`config.mk`:
```
export PLATFORM = sky130hd
export DESIGN_NAME = demux_stream_flat
export DESIGN_NICKNAME = d
export VERILOG_FILES = /design/src/rtl/demux_stream_if.sv /design/src/rtl/demux_stream.sv /design/src/flat_wrapper.sv
export SDC_FILE = /design/constraint.sdc
export NUM_CORES = 1
export LEC_CHECK = 0
export CAP_MARGIN = 20
export CELL_PAD_IN_SITES_DETAIL_PLACEMENT = 0
export CELL_PAD_IN_SITES_GLOBAL_PLACEMENT = 2
export CORE_MARGIN = 2
export CORE_UTILIZATION = 21
export DETAILED_ROUTE_END_ITERATION = 8
export PLACE_DENSITY_LB_ADDON = 0.1
export SKIP_LAST_GASP = 1
export SYNTH_ARGS = -nofsm -noshare
export SYNTH_HDL_FRONTEND = slang
export SYNTH_SLANG_ARGS = --single-unit
```
`constraint.sdc`:
```
create_clock -name clk -period 1.37 [get_ports clk]
set_input_delay 0.274 -clock clk [delete_from_list [all_inputs] [get_ports clk]]
set_output_delay 0.274 -clock clk [all_outputs]
set_load 0.1 [all_outputs]
```
`src/rtl/demux_stream_if.sv`:
```
// Stream bus for demux_stream: a single producer port in, N_CH consumer channels out.
// The in_bcast signal exists only when DEMUX_STREAM_BCAST_EN is defined.
interface demux_stream_if #(
    parameter int N_CH   = 4,
    parameter int DATA_W = 1,
    parameter int SEL_W  = $clog2(N_CH)
);
    logic [DATA_W-1:0]      in_data;
    logic [SEL_W-1:0]       in_sel;
    logic                   in_valid;
    logic                   in_ready;
    logic [N_CH*DATA_W-1:0] out_data;
    logic [N_CH-1:0]        out_valid;
    logic [N_CH-1:0]        out_ready;
    logic                   sel_err;
`ifdef DEMUX_STREAM_BCAST_EN
    logic                   in_bcast;

    modport slave (
        input  in_data, in_sel, in_valid, in_bcast, out_ready,
        output in_ready, out_data, out_valid, sel_err
    );

    modport master (
        output in_data, in_sel, in_valid, in_bcast, out_ready,
        input  in_ready, out_data, out_valid, sel_err
    );
`else
    modport slave (
        input  in_data, in_sel, in_valid, out_ready,
        output in_ready, out_data, out_valid, sel_err
    );

    modport master (
        output in_data, in_sel, in_valid, out_ready,
        input  in_ready, out_data, out_valid, sel_err
    );
`endif
endinterface

```
`src/rtl/demux_stream.sv`:
```
// Registered 1-to-N stream demultiplexer with a one-entry holding register per channel.
// Optional broadcast beats (in_bcast) are enabled by defining DEMUX_STREAM_BCAST_EN.
module demux_stream #(
    parameter int N_CH   = 4,
    parameter int DATA_W = 1,
    parameter int SEL_W  = $clog2(N_CH)
) (
    input  logic           clk,
    input  logic           rst_n,
    demux_stream_if.slave  bus
);
    typedef enum logic {
        ST_EMPTY = 1'b0,
        ST_FULL  = 1'b1
    } ch_state_t;

    localparam logic [SEL_W:0] N_CH_L = (SEL_W+1)'(N_CH);

    ch_state_t         r_state [N_CH];
    logic [DATA_W-1:0] r_data  [N_CH];
    logic              r_sel_err;

    logic              w_in_range;
    logic              w_bcast;
    logic              w_sel_ready;
    logic              w_in_ready;
    logic              w_accept;
    logic [N_CH-1:0]   w_free;
    logic [N_CH-1:0]   w_load;

`ifdef DEMUX_STREAM_BCAST_EN
    assign w_bcast = bus.in_bcast;
`else
    assign w_bcast = 1'b0;
`endif

    // Input-side handshake: only the selected channel's out_ready reaches in_ready (all of them for broadcast).
    always_comb begin
        w_in_range  = ({1'b0, bus.in_sel} < N_CH_L);
        w_sel_ready = 1'b0;
        w_free      = '0;
        w_load      = '0;
        for (int k = 0; k < N_CH; k++) begin
            w_free[k]   = (r_state[k] == ST_EMPTY) | bus.out_ready[k];
            w_sel_ready = w_sel_ready | (w_free[k] & (bus.in_sel == SEL_W'(k)));
        end
        if (w_bcast) begin
            w_in_ready = &w_free;
        end else if (w_in_range) begin
            w_in_ready = w_sel_ready;
        end else begin
            w_in_ready = 1'b1;
        end
        w_accept = bus.in_valid & w_in_ready;
        for (int k = 0; k < N_CH; k++) begin
            w_load[k] = w_accept & (w_bcast | (bus.in_sel == SEL_W'(k)));
        end
    end

    assign bus.in_ready = w_in_ready;

    // Per-channel EMPTY/FULL state; a drain and a refill in the same cycle keeps the channel FULL.
    always_ff @(posedge clk or negedge rst_n) begin
        if (!rst_n) begin
            for (int k = 0; k < N_CH; k++) begin
                r_state[k] <= ST_EMPTY;
            end
        end else begin
            for (int k = 0; k < N_CH; k++) begin
                case (r_state[k])
                    ST_EMPTY: begin
                        if (w_load[k]) begin
                            r_state[k] <= ST_FULL;
                        end else begin
                            r_state[k] <= ST_EMPTY;
                        end
                    end
                    ST_FULL: begin
                        if (w_load[k]) begin
                            r_state[k] <= ST_FULL;
                        end else if (bus.out_ready[k]) begin
                            r_state[k] <= ST_EMPTY;
                        end else begin
                            r_state[k] <= ST_FULL;
                        end
                    end
                    default: begin
                        r_state[k] <= ST_EMPTY;
                    end
                endcase
            end
        end
    end

    // Holding registers keep their last payload after draining; only a load changes them.
    always_ff @(posedge clk or negedge rst_n) begin
        if (!rst_n) begin
            for (int k = 0; k < N_CH; k++) begin
                r_data[k] <= '0;
            end
        end else begin
            for (int k = 0; k < N_CH; k++) begin
                if (w_load[k]) begin
                    r_data[k] <= bus.in_data;
                end else begin
                    r_data[k] <= r_data[k];
                end
            end
        end
    end

    // Out-of-range unicast beats are swallowed and flagged one cycle later.
    always_ff @(posedge clk or negedge rst_n) begin
        if (!rst_n) begin
            r_sel_err <= 1'b0;
        end else begin
            r_sel_err <= w_accept & ~w_in_range & ~w_bcast;
        end
    end

    // Outputs are taken straight from the state and holding registers.
    always_comb begin
        bus.out_data  = '0;
        bus.out_valid = '0;
        for (int k = 0; k < N_CH; k++) begin
            bus.out_data[k*DATA_W +: DATA_W] = r_data[k];
            bus.out_valid[k]                 = (r_state[k] == ST_FULL);
        end
    end

    assign bus.sel_err = r_sel_err;

endmodule
```
`src/flat_wrapper.sv`:
```
// flat-port wrapper written by rule: the top's interface ports become plain ports
module demux_stream_flat 
#(
    parameter int N_CH   = 4,
    parameter int DATA_W = 1,
    parameter int SEL_W  = $clog2(N_CH)
)
  (clk, rst_n, bus_in_data, bus_in_sel, bus_in_valid, bus_out_ready, bus_in_ready, bus_out_data, bus_out_valid, bus_sel_err);
  demux_stream_if #(.N_CH(N_CH), .DATA_W(DATA_W), .SEL_W(SEL_W)) bus_i ();
  input  logic clk;
  input  logic rst_n;
  input wire logic [$bits(bus_i.in_data)-1:0] bus_in_data;
  input wire logic [$bits(bus_i.in_sel)-1:0] bus_in_sel;
  input wire logic [$bits(bus_i.in_valid)-1:0] bus_in_valid;
  input wire logic [$bits(bus_i.out_ready)-1:0] bus_out_ready;
  output wire logic [$bits(bus_i.in_ready)-1:0] bus_in_ready;
  output wire logic [$bits(bus_i.out_data)-1:0] bus_out_data;
  output wire logic [$bits(bus_i.out_valid)-1:0] bus_out_valid;
  output wire logic [$bits(bus_i.sel_err)-1:0] bus_sel_err;
  assign bus_i.in_data = bus_in_data;
  assign bus_i.in_sel = bus_in_sel;
  assign bus_i.in_valid = bus_in_valid;
  assign bus_i.out_ready = bus_out_ready;
  assign bus_in_ready = bus_i.in_ready;
  assign bus_out_data = bus_i.out_data;
  assign bus_out_valid = bus_i.out_valid;
  assign bus_sel_err = bus_i.sel_err;
  demux_stream #(.N_CH(N_CH), .DATA_W(DATA_W), .SEL_W(SEL_W)) u_core (.clk(clk), .rst_n(rst_n), .bus(bus_i));
endmodule
```
==> impl_results.md <==
- Post-synthesis instance area: 380 µm²
- Final-layout fill cell count: 158
- Leftover overflow at the end of global routing: 0
- Total Routed Length: 996 µm
- Count of TritonRoute iterations in the first routing pass: 4
- Critical path data required time: 1.10 ns
- Sequential Power Share: between 20% and 30%
- Failing checks: setup timing
- Cell internal pwr: slightly above 600 µW
- Buffer levels on the longest clock path: 2
- Standby leakage power: around 0.0004 µW
- Setup clock skew after layout: a little over 0.00007 ns
- Achievable frequency: 597 MHz
- Via count: around 350
- Final setup slack of the worst path: -0.304 ns
- Power dissipated by switching net loads: 454 µW
- Startpoint type of the worst setup path: register
- Setup repair after global routing missed its margin: yes
- CP Max Fanout: 2
- Post-synthesis average cell area: 12.3 µm²
- Initial core utilization: 22.3%
- Final Cell Area: ~850 µm²
- Synthesized instance count: 31
- Syn_nets: 41
- Vias per cell: approximately 4.0
- Post-placement cell area: around 770 µm²
- Hold/Removal Path Class: in -> async
- Flip-flop and latch count after synthesis: 8
- DIE WIDTH: 46.6 µm
- Total global-route track usage: 10.2%
- Detail Placement HPWL: 804 µm
- Part of the total power dissipated in combinational logic: 54.1%
- Clock transition at path regs: 0.05 ns
- Overall die area: 2170 µm²
- Count of maximum capacitance violations: 0
- Status: complete, but fails checks
- Ys Warns: 0
- H-tree levels: 1
- Layout cells sized above 1: 62.9%
- Core area: 1710 µm²
- Arrival time at the worst endpoint: 1.40 ns
- Type of the worst setup path: reg -> out
- Kind of end point of the critical path: primary output
- Ports: 20
- Count of nets after finishing: 74
- # clock sinks: 8
- Count of endpoints failing hold in the final timing report: 0
- PD cells: between 1000 and 1500 nW/µm²
- Final setup fails: 3
- Crit share post-route: 122%
- Clock period minus final worst setup slack: 1.67 ns
- Antenna cells: 0
- Relative contribution of the clock network to total power: between 10% and 20%
- DRT antenna net count: 0
- Average detailed-routed wire length per instance: 11.4 µm
- Slack of the worst reg-to-reg path: -0.06 ns
- Number of global-route vias before repair: 345
- Clock latency of the later-clocked register in the worst-skew pair: 0.24 ns
- Pin count of the biggest net entering global routing: 9
- Die extent in y: 46.6 µm
- Synth unique cells: 13
- DRC Markers: 0
- Wire length of the first global-routing pass: 1510 µm
- Max Transition Viols Final: 0
- Cell chosen for the clock root: sky130_fd_sc_hd__clkbuf_4
- Area Overhead vs Synth: 123%
- Sequential-to-total area share from yosys stat: 52.6%
- Switching portion of total power: between 40% and 50%
- IR drop worst, VDD: roughly 0.69 mV
- Final weighted congestion in routability-driven placement: 0.691
- Number of input and output port buffers inserted: 18
- CTS Buf Count: 3
- Number of design-rule violations left by the first detailed-router iteration: 4
- Post-layout power: roughly 1100 µW
- CTS tree: yes
- Floorplan row count: 15
- Number of antenna violations at the first check in global routing: 0
cell usage in the layout, fill, tap and decap left out, drive strengths merged:
cell type	n
buf	20
dfrtp	8
nand2b	7
dlygate4sd2	6
mux2	4
nand2	3
clkbuf	3
o21ai	2
clkdlybuf4s50	2
mux4	1
nand3	1
nand3b	1
or3b	1
nor3b	1
conb	1
dlymetal6s2s	1
worst max-delay path: stages, from the launching register on:
cell and delay (ns):
sky130_fd_sc_hd__dfrtp_4 0.42, sky130_fd_sc_hd__nand2b_4 0.05, sky130_fd_sc_hd__mux4_2 0.49, sky130_fd_sc_hd__buf_12 0.19
cells by family after synthesis:
kind of cell    synth area share, %
simple gates                   22.0
flops                          52.6
other cells                   0.986
compound gates                 2.63
mux                            19.7
buf+inv                        1.97
synthesized netlist by cell type:
cell type	n	area share [%]
sky130_fd_sc_hd__conb_1	1	0.99
sky130_fd_sc_hd__mux4_1	1	6.9
sky130_fd_sc_hd__nor3b_1	1	2.0
sky130_fd_sc_hd__mux2_4	1	3.9
sky130_fd_sc_hd__buf_4	1	2.0
sky130_fd_sc_hd__dfrtp_1	8	53
sky130_fd_sc_hd__nand3b_1	1	2.0
sky130_fd_sc_hd__nand2_1	3	3.0
sky130_fd_sc_hd__nand3_1	1	1.3
sky130_fd_sc_hd__mux2_2	3	8.9
sky130_fd_sc_hd__nand2b_1	7	12
sky130_fd_sc_hd__or3b_1	1	2.3
sky130_fd_sc_hd__o21ai_0	2	2.6
per-layer routing:
layer	wire [µm]	vias to the layer above	track usage (%)
li1	-	165	-
met1	417	170	12.0
met2	511	12	16.9
met3	67	0	2.75
met4	0	0	5.14
met5	0	-	0
final timing paths:
kind	start	end	depth (start not counted)
setup / recovery	u_core.bus.out_valid[3]	bus_in_ready	3
hold / removal	rst_n	u_core.bus.out_data[3]	1
setup reg to reg	u_core.bus.out_valid[2]	u_core.bus.out_data[2]	4
hold reg to reg	u_core.bus.out_data[3]	u_core.bus.out_data[3]	1
max in group asynchronous	rst_n	u_core.bus.out_valid[1]	1
min in group clk	bus_in_sel[0]	u_core.bus.out_valid[1]	3
power by group through the flow:
stage	Sequential [µW]	Combinational, µW	Clock (µW)
after CTS	315	574	178
after global placement	313	556	0
after global routing	319	589	196
final	315	573	171
after floorplan	550	82.1	0
after detailed placement	316	560	0
per-stage QoR:
step           utilization [%]  hold WS [ns]  setup TNS [ns]  cells  worst slack [ns]
6_report                  49.7         0.311          -0.414     87            -0.304
5_1_grt                   49.7         0.318          -0.520     87            -0.351
3_3_place_gp              45.3         0.547           -1.46     82            -0.457
4_1_cts                   49.1         0.317          -0.396     86            -0.311
3_5_place_dp              45.3         0.553           -1.58     82            -0.468
2_1_floorplan                -       -0.0216          -0.493     31            -0.344
layout make-up:
cell class	count	area, µm²	share of cell area (%)
sequential	8	215	25.4
timing repair buffer	29	355	41.9
multi-input combinational	22	224	26.4
clock buffer	3	22.5	2.65
tap	25	31.3	3.69
registers in the layout, summed over array words and instances, names as in the netlist:
register	count
u_core.bus.out_valid	4
u_core.bus.out_data	4
repair_timing:
action | 4_1_cts | 5_1_grt
pin swaps | 1 | 0
setup endpoints to repair | 3 | 3
hold buffers | 0 | 0
resized for setup | 14 | 1
setup buffers | 1 | 1
(Power assumes the default switching activity.)
